`config.mk`:
```
export PLATFORM = sky130hd
export DESIGN_NAME = interrupt_cmd_sequencer
export DESIGN_NICKNAME = d
export VERILOG_FILES = /design/src/rtl/interrupt_cmd_pkg.sv /design/src/rtl/interrupt_cmd_fifo.sv /design/src/rtl/interrupt_cmd_sequencer.sv
export SDC_FILE = /design/constraint.sdc
export NUM_CORES = 1
export LEC_CHECK = 0
export ABC_AREA = 1
export CAP_MARGIN = 40
export CORE_UTILIZATION = 57
export DETAILED_ROUTE_END_ITERATION = 6
export GPL_ROUTABILITY_DRIVEN = 0
export PLACE_DENSITY_LB_ADDON = 0.12
export SLEW_MARGIN = 15
export SYNTH_ARGS = -nofsm -noshare
export SYNTH_HDL_FRONTEND = slang
export SYNTH_SLANG_ARGS = --single-unit
```
`constraint.sdc`:
```
create_clock -name clock -period 8.6 [get_ports clock]
set_clock_uncertainty 0.2 [all_clocks]
set_input_delay 1.72 -clock clock [delete_from_list [all_inputs] [get_ports clock]]
set_output_delay 1.72 -clock clock [all_outputs]
set_load 0.02 [all_outputs]
```
`src/rtl/interrupt_cmd_pkg.sv`:
```
// Shared types for the interrupt command sequencer: the queued command record,
// the sequencer FSM states and the chunk-count helper.
package interrupt_cmd_pkg;

   localparam int CMD_IDX_W = 8;
   localparam int CMD_CNT_W = 16;
   localparam int CHUNK_W   = 64;

   typedef struct packed {
      logic [CMD_IDX_W-1:0] index;
      logic [31:0]          lower;
      logic [31:0]          upper;
      logic [CMD_CNT_W-1:0] delay;
      logic [CMD_CNT_W-1:0] hold;
   } cmd_t;

   typedef enum logic [1:0] {
      IDLE,
      WAIT,
      HOLD
   } state_e;

   function automatic int num_chunks(input int n_ints);
      return (n_ints + CHUNK_W - 1) / CHUNK_W;
   endfunction

endpackage

```
`src/rtl/interrupt_cmd_fifo.sv`:
```
// Synchronous, non-fall-through command FIFO with flush. Binary pointers carry
// one extra MSB so full and empty are distinguishable without a counter.
module interrupt_cmd_fifo
   import interrupt_cmd_pkg::*;
#(
   parameter type T     = cmd_t,
   parameter int  DEPTH = 4,
   localparam int AW    = $clog2(DEPTH)
) (
   input  logic        clock,
   input  logic        reset,
   input  logic        flush_i,
   input  logic        push_i,
   input  T            data_i,
   input  logic        pop_i,
   output T            data_o,
   output logic        full_o,
   output logic        empty_o,
   output logic [AW:0] level_o
);

   logic [AW:0] wr_q, rd_q;
   T            mem_q [DEPTH];
   logic        do_push, do_pop;

   // Flush wins over both push and pop on the same edge.
   assign do_push = push_i && !full_o  && !flush_i;
   assign do_pop  = pop_i  && !empty_o && !flush_i;

   always_ff @(posedge clock) begin
      if (reset || flush_i) begin
         wr_q <= '0;
         rd_q <= '0;
      end else begin
         // NOTE: registers take non-blocking '<=' so every flop samples the pre-edge values.
         if (do_push) wr_q <= wr_q + (AW+1)'(1);
         if (do_pop)  rd_q <= rd_q + (AW+1)'(1);
      end
   end

   // NOTE: storage is deliberately not reset; the pointers alone decide which entries are valid.
   always_ff @(posedge clock) begin
      if (do_push) mem_q[wr_q[AW-1:0]] <= data_i;
   end

   assign data_o  = mem_q[rd_q[AW-1:0]];
   assign empty_o = (wr_q == rd_q);
   assign full_o  = (wr_q[AW] != rd_q[AW]) && (wr_q[AW-1:0] == rd_q[AW-1:0]);
   assign level_o = wr_q - rd_q;

endmodule

```
`src/rtl/interrupt_cmd_sequencer.sv`:
```
// Applies queued chunk-write commands to the core interrupt vector in order,
// each after a programmable delay and optionally auto-cleared after a hold time.
module interrupt_cmd_sequencer
   import interrupt_cmd_pkg::*;
#(
   parameter  int N_INTS     = 127,
   parameter  int FIFO_DEPTH = 4,
   parameter  int IDX_W      = CMD_IDX_W,
   parameter  int CNT_W      = CMD_CNT_W,
   localparam int LVL_W      = $clog2(FIFO_DEPTH) + 1
) (
   input  logic              clock,
   input  logic              reset,
   input  logic              cmd_valid,
   output logic              cmd_ready,
   input  logic [IDX_W-1:0]  cmd_index,
   input  logic [31:0]       cmd_lower,
   input  logic [31:0]       cmd_upper,
   input  logic [CNT_W-1:0]  cmd_delay,
   input  logic [CNT_W-1:0]  cmd_hold,
   input  logic              clear_all,
   output logic [N_INTS-1:0] interrupts,
   output logic              busy,
   output logic              err_oob,
   output logic [LVL_W-1:0]  fifo_level
);

   localparam int NUM_CHUNKS = num_chunks(N_INTS);

   cmd_t cmd_in, head;
   logic fifo_full, fifo_empty, pop;

   state_e                 state_q, state_d;
   logic [CMD_CNT_W-1:0]   cnt_q, cnt_d;
   logic [CMD_IDX_W-1:0]   idx_q, idx_d;
   logic [CHUNK_W-1:0]     val_q, val_d;
   logic [CMD_CNT_W-1:0]   hold_q, hold_d;
   logic [N_INTS-1:0]      irq_q, irq_d;
   logic                   err_q, err_d;
   logic                   wr_en;
   logic [CHUNK_W-1:0]     wr_val;

   assign cmd_in = '{index: cmd_index, lower: cmd_lower, upper: cmd_upper,
                     delay: cmd_delay, hold: cmd_hold};

   interrupt_cmd_fifo #(.T(cmd_t), .DEPTH(FIFO_DEPTH)) u_fifo (
      .clock   (clock),
      .reset   (reset),
      .flush_i (clear_all),
      .push_i  (cmd_valid),
      .data_i  (cmd_in),
      .pop_i   (pop),
      .data_o  (head),
      .full_o  (fifo_full),
      .empty_o (fifo_empty),
      .level_o (fifo_level)
   );

   always_comb begin
      // NOTE: combinational logic uses blocking '=' with every output defaulted first, so no latch is inferred.
      state_d = state_q;
      cnt_d   = cnt_q;
      idx_d   = idx_q;
      val_d   = val_q;
      hold_d  = hold_q;
      err_d   = 1'b0;
      pop     = 1'b0;
      wr_en   = 1'b0;
      wr_val  = '0;

      case (state_q)
         IDLE: begin
            if (!fifo_empty) begin
               pop = 1'b1;
               if (int'(head.index) >= NUM_CHUNKS) begin
                  err_d = 1'b1;
               end else begin
                  idx_d   = head.index;
                  val_d   = {head.upper, head.lower};
                  hold_d  = head.hold;
                  cnt_d   = head.delay;
                  state_d = WAIT;
               end
            end
         end
         WAIT: begin
            if (cnt_q != '0) begin
               cnt_d = cnt_q - CMD_CNT_W'(1);
            end else begin
               wr_en  = 1'b1;
               wr_val = val_q;
               if (hold_q == '0) begin
                  state_d = IDLE;
               end else begin
                  cnt_d   = hold_q;
                  state_d = HOLD;
               end
            end
         end
         HOLD: begin
            if (cnt_q != CMD_CNT_W'(1)) begin
               cnt_d = cnt_q - CMD_CNT_W'(1);
            end else begin
               wr_en   = 1'b1;
               state_d = IDLE;
            end
         end
         default: state_d = IDLE;
      endcase

      // Whole-chunk replace; bits of the last chunk beyond N_INTS simply have no target.
      irq_d = irq_q;
      if (wr_en) begin
         for (int i = 0; i < N_INTS; i++) begin
            if (i / CHUNK_W == int'(idx_q)) irq_d[i] = wr_val[i % CHUNK_W];
         end
      end

      if (clear_all) begin
         irq_d   = '0;
         state_d = IDLE;
         cnt_d   = '0;
         err_d   = 1'b0;
         pop     = 1'b0;
      end
   end

   always_ff @(posedge clock) begin
      if (reset) begin
         state_q <= IDLE;
         cnt_q   <= '0;
         idx_q   <= '0;
         val_q   <= '0;
         hold_q  <= '0;
         irq_q   <= '0;
         err_q   <= 1'b0;
      end else begin
         state_q <= state_d;
         cnt_q   <= cnt_d;
         idx_q   <= idx_d;
         val_q   <= val_d;
         hold_q  <= hold_d;
         irq_q   <= irq_d;
         err_q   <= err_d;
      end
   end

   assign interrupts = irq_q;
   assign err_oob    = err_q;
   assign cmd_ready  = !fifo_full;
   assign busy       = (state_q != IDLE) || !fifo_empty;

endmodule

```
==> flow_summary.toml <==
[timing]
fin_crit_ns = 4.41
max_slew.worst_pin.slew_ns = 0.852
rsz0062_at_grt = "no"
finalSetupTns_ns = 0
timing.fmax_ghz = 0.227
slew-limit-headroom = 0.432
fin_crit_sh = 0.513
finalHoldViolCount = 0
setup_viol_count_final = 0
finalMaxSlewViolations = 0
fin_ws_ns = 4.19

[power_and_ir_drop]
p_switching_w = 0.00137
internal_power_w = 0.00516
leakage_nw = 12.0
p_per_area_mw_per_mm2 = 211
irDropWorstVdd_uv = 136
swShare = 0.210
seqPwrFrac = 0.523
power_frac_comb = 0.049
power_frac_clock = 0.429

[route]
drt_wl_total_um = 61600
firstDrtPassIters = 5
vias = 18600
viasPerCell = 5.45
top_layer = "met4"
met3WireLength_um = 4260
antenna_left = 0
drtIter0Drc = 1777
met1_length_um = 26500
drcViolationCount = 0
met2_length_um = 29300
detail_route.wl_per_cell_um = 18.0

[placement]
pre_cts_ws_ns = 3.66
port_buffers = 240
dp_hpwl_um = 36800

[synth]
synth-edff-count = 416
synthArstFlopShare = 0
muxShareOfSynthArea = 0
syn_nets = 2714
ys_seq_area_frac = 0.669
ys_ff_latch = 658
synth_area_per_cell_um2 = 10.0
synth_cells = 2592
synth_top_family_by_area = "simple AND/OR/NAND/NOR gates"
synth_fa_ha_area_frac = 0.00705
synth-main-ff-cell = "edfxtp_1"
ys_warn_count = 0
synthDistinctLibCells = 30
synth-simple-area-share = 0.154
synthXorXnorAreaFrac = 0.00237
netlist_area_mm2 = 0.0259
synth_compound_area_frac = 0.109

[grt]
antenna_found_initial = 3
grt_pass1_wl_um = 96300
grt_use_total = 0.265
overflow = 0
first_global_vias = 17900
grt_max_degree = 103

[die]
rows = 77
io_pins = 241
start_util = 0.582
die_w_um = 215
die_h_um = 215
die-area_mm2 = 0.0463
fp.coreArea_mm2 = 0.0445

[setup_path]
endpoint_kind = "output pin"
critPathRequiredTime_ns = 6.68
crit_type = "reg2out"
cp_max_fo = 5
ff2ff_path_depth = 10
worst_path_max_delay_cell = "clkdlybuf4s50_1"
cp_cell_sequence = "inv_1 > ha_1 > fa_1 > xnor2_1 > clkdlybuf4s50_1"
critPathArrivalTime_ns = 2.49
crit_family = "buffers and inverters"
cp_slowest_stage_delay_ns = 0.66
critPathLaunchType = "register"
crit_buf_inv = 2
crit_cells = 5

[cts]
h-tree-depth = 3
tritoncts = "done"
numCtsBuffers = 67
post-cts-setup-buffer-count = 0
hold_buffers = 0
root_buffer = "clkbuf_16"
cts.sinks = 658
clk_latency_ns = 0.58
post_cts_resized = 0
ctsLongestPathBuffers = 3
cts.clk_slew.worst_paths_ns = 0.06

[finish]
fillCellCount = 3373
fin_nets = 2897
syn_to_final_growth_pct = 19.5
drive_gt1_frac = 0.0580
layout_commonest_cell = "nor2_1"
final_cell_mix = "nor2_1 (550), edfxtp_1 (416), nand2_1 (394)"

[flow_run]
maxCapViolCount = 0

[min_path]
hp-class = "reg2reg"
whs_path_depth = 2

[status]
status = "completed"
## flip-flops by register name, indices dropped and copies added, names as in the netlist, 2 cells and up, named ones only
| name | cells |
|---|---|
| cnt_q | 16 |
| hold_q | 16 |
| u_fifo.mem_q | 416 |
| u_fifo.rd_q | 3 |
| state_q | 2 |
| idx_q | 8 |
| interrupts | 127 |
| val_q | 64 |
| u_fifo.wr_q | 3 |
## cells by family (layout without fill, tap and decap cells)
| logic type | Yosys count | count (layout) |
|---|---|---|
| simple gates | 1022 | 1022 |
| flops | 658 | 658 |
| compound gates | 535 | 535 |
| buf+inv | 356 | 592 |
| fa+ha+maj | 14 | 14 |
| xor+xnor | 7 | 7 |
| other cells | 0 | 3 |
## cells in the mapped netlist, types with 3 or more instances
master,n,area [um^2]
a21oi_1,144,721
buf_2,50,250
buf_4,9,67.6
buf_6,9,101
clkbuf_1,89,334
dfxtp_1,242,4840
edfxtp_1,416,12500
ha_1,13,163
inv_1,196,736
nand2_1,394,1480
nand2_2,3,18.8
nand3_1,45,225
nor2_1,555,2080
nor2_2,13,81.3
o21ai_0,292,1460
o221ai_1,13,114
o22ai_1,84,526
or2_2,4,25.0
xor2_1,6,52.6
## final timing paths
kind	to	slack (ns)	start
min reg2reg	interrupts[119]	0.25	interrupts[119]
min	interrupts[119]	0.25	interrupts[119]
max	fifo_level[2]	4.19	u_fifo.wr_q[0]
max reg2reg	u_fifo.mem_q[0][18]	5.03	u_fifo.wr_q[0]
## power groups by stage
stage          Sequential, W  Clock, W  Combinational (W)
2_1_floorplan        0.00348         0           0.000172
3_3_place_gp         0.00348         0           0.000293
5_1_grt              0.00342   0.00297           0.000349
4_1_cts              0.00341   0.00284           0.000317
6_report             0.00341   0.00280           0.000320
3_5_place_dp         0.00348         0           0.000315
## tightest hold or removal path, delay by kind of cell, from the launching register on
kind,cells,cell delay [ns]
buffers and inverters,1,0.05
AOI/OAI and AO/OA,1,0.05
DFF,1,0.31
## per-stage QoR
step	instances	instance area, um^2	utilization	total power, W	hold WS (ns)
2_1_floorplan	2592	25900	-	0.00365	0.227
3_3_place_gp	3286	28500	0.641	0.00378	0.234
3_5_place_dp	3295	28700	0.646	0.00380	0.239
4_1_cts	3417	30900	0.694	0.00657	0.249
5_1_grt	3422	31000	0.696	0.00674	0.268
6_report	3423	31000	0.696	0.00653	0.248
## layout make-up
cell class / count / area, um^2 / area share
well taps: 592 / 741 / 0.0239
clock buffers: 104 / 2020 / 0.0653
clock inverters: 18 / 116 / 0.00376
inverters: 199 / 758 / 0.0245
multi-input cells: 1578 / 7130 / 0.230
diodes: 3 / 7.51 / 0.000242
repair buffers: 271 / 2840 / 0.0917
flip-flops and latches: 658 / 17300 / 0.560
## layer usage
| metal | track usage | vias to the layer above |
|---|---|---|
| met1 | 0.354 | 8851 |
| met3 | 0.0426 | 111 |
| met5 | 0 | - |
| met2 | 0.437 | 654 |
| met4 | 0.100 | 0 |
| li1 | - | 9023 |
No activity file was read; power rests on OpenSTA's default activity.
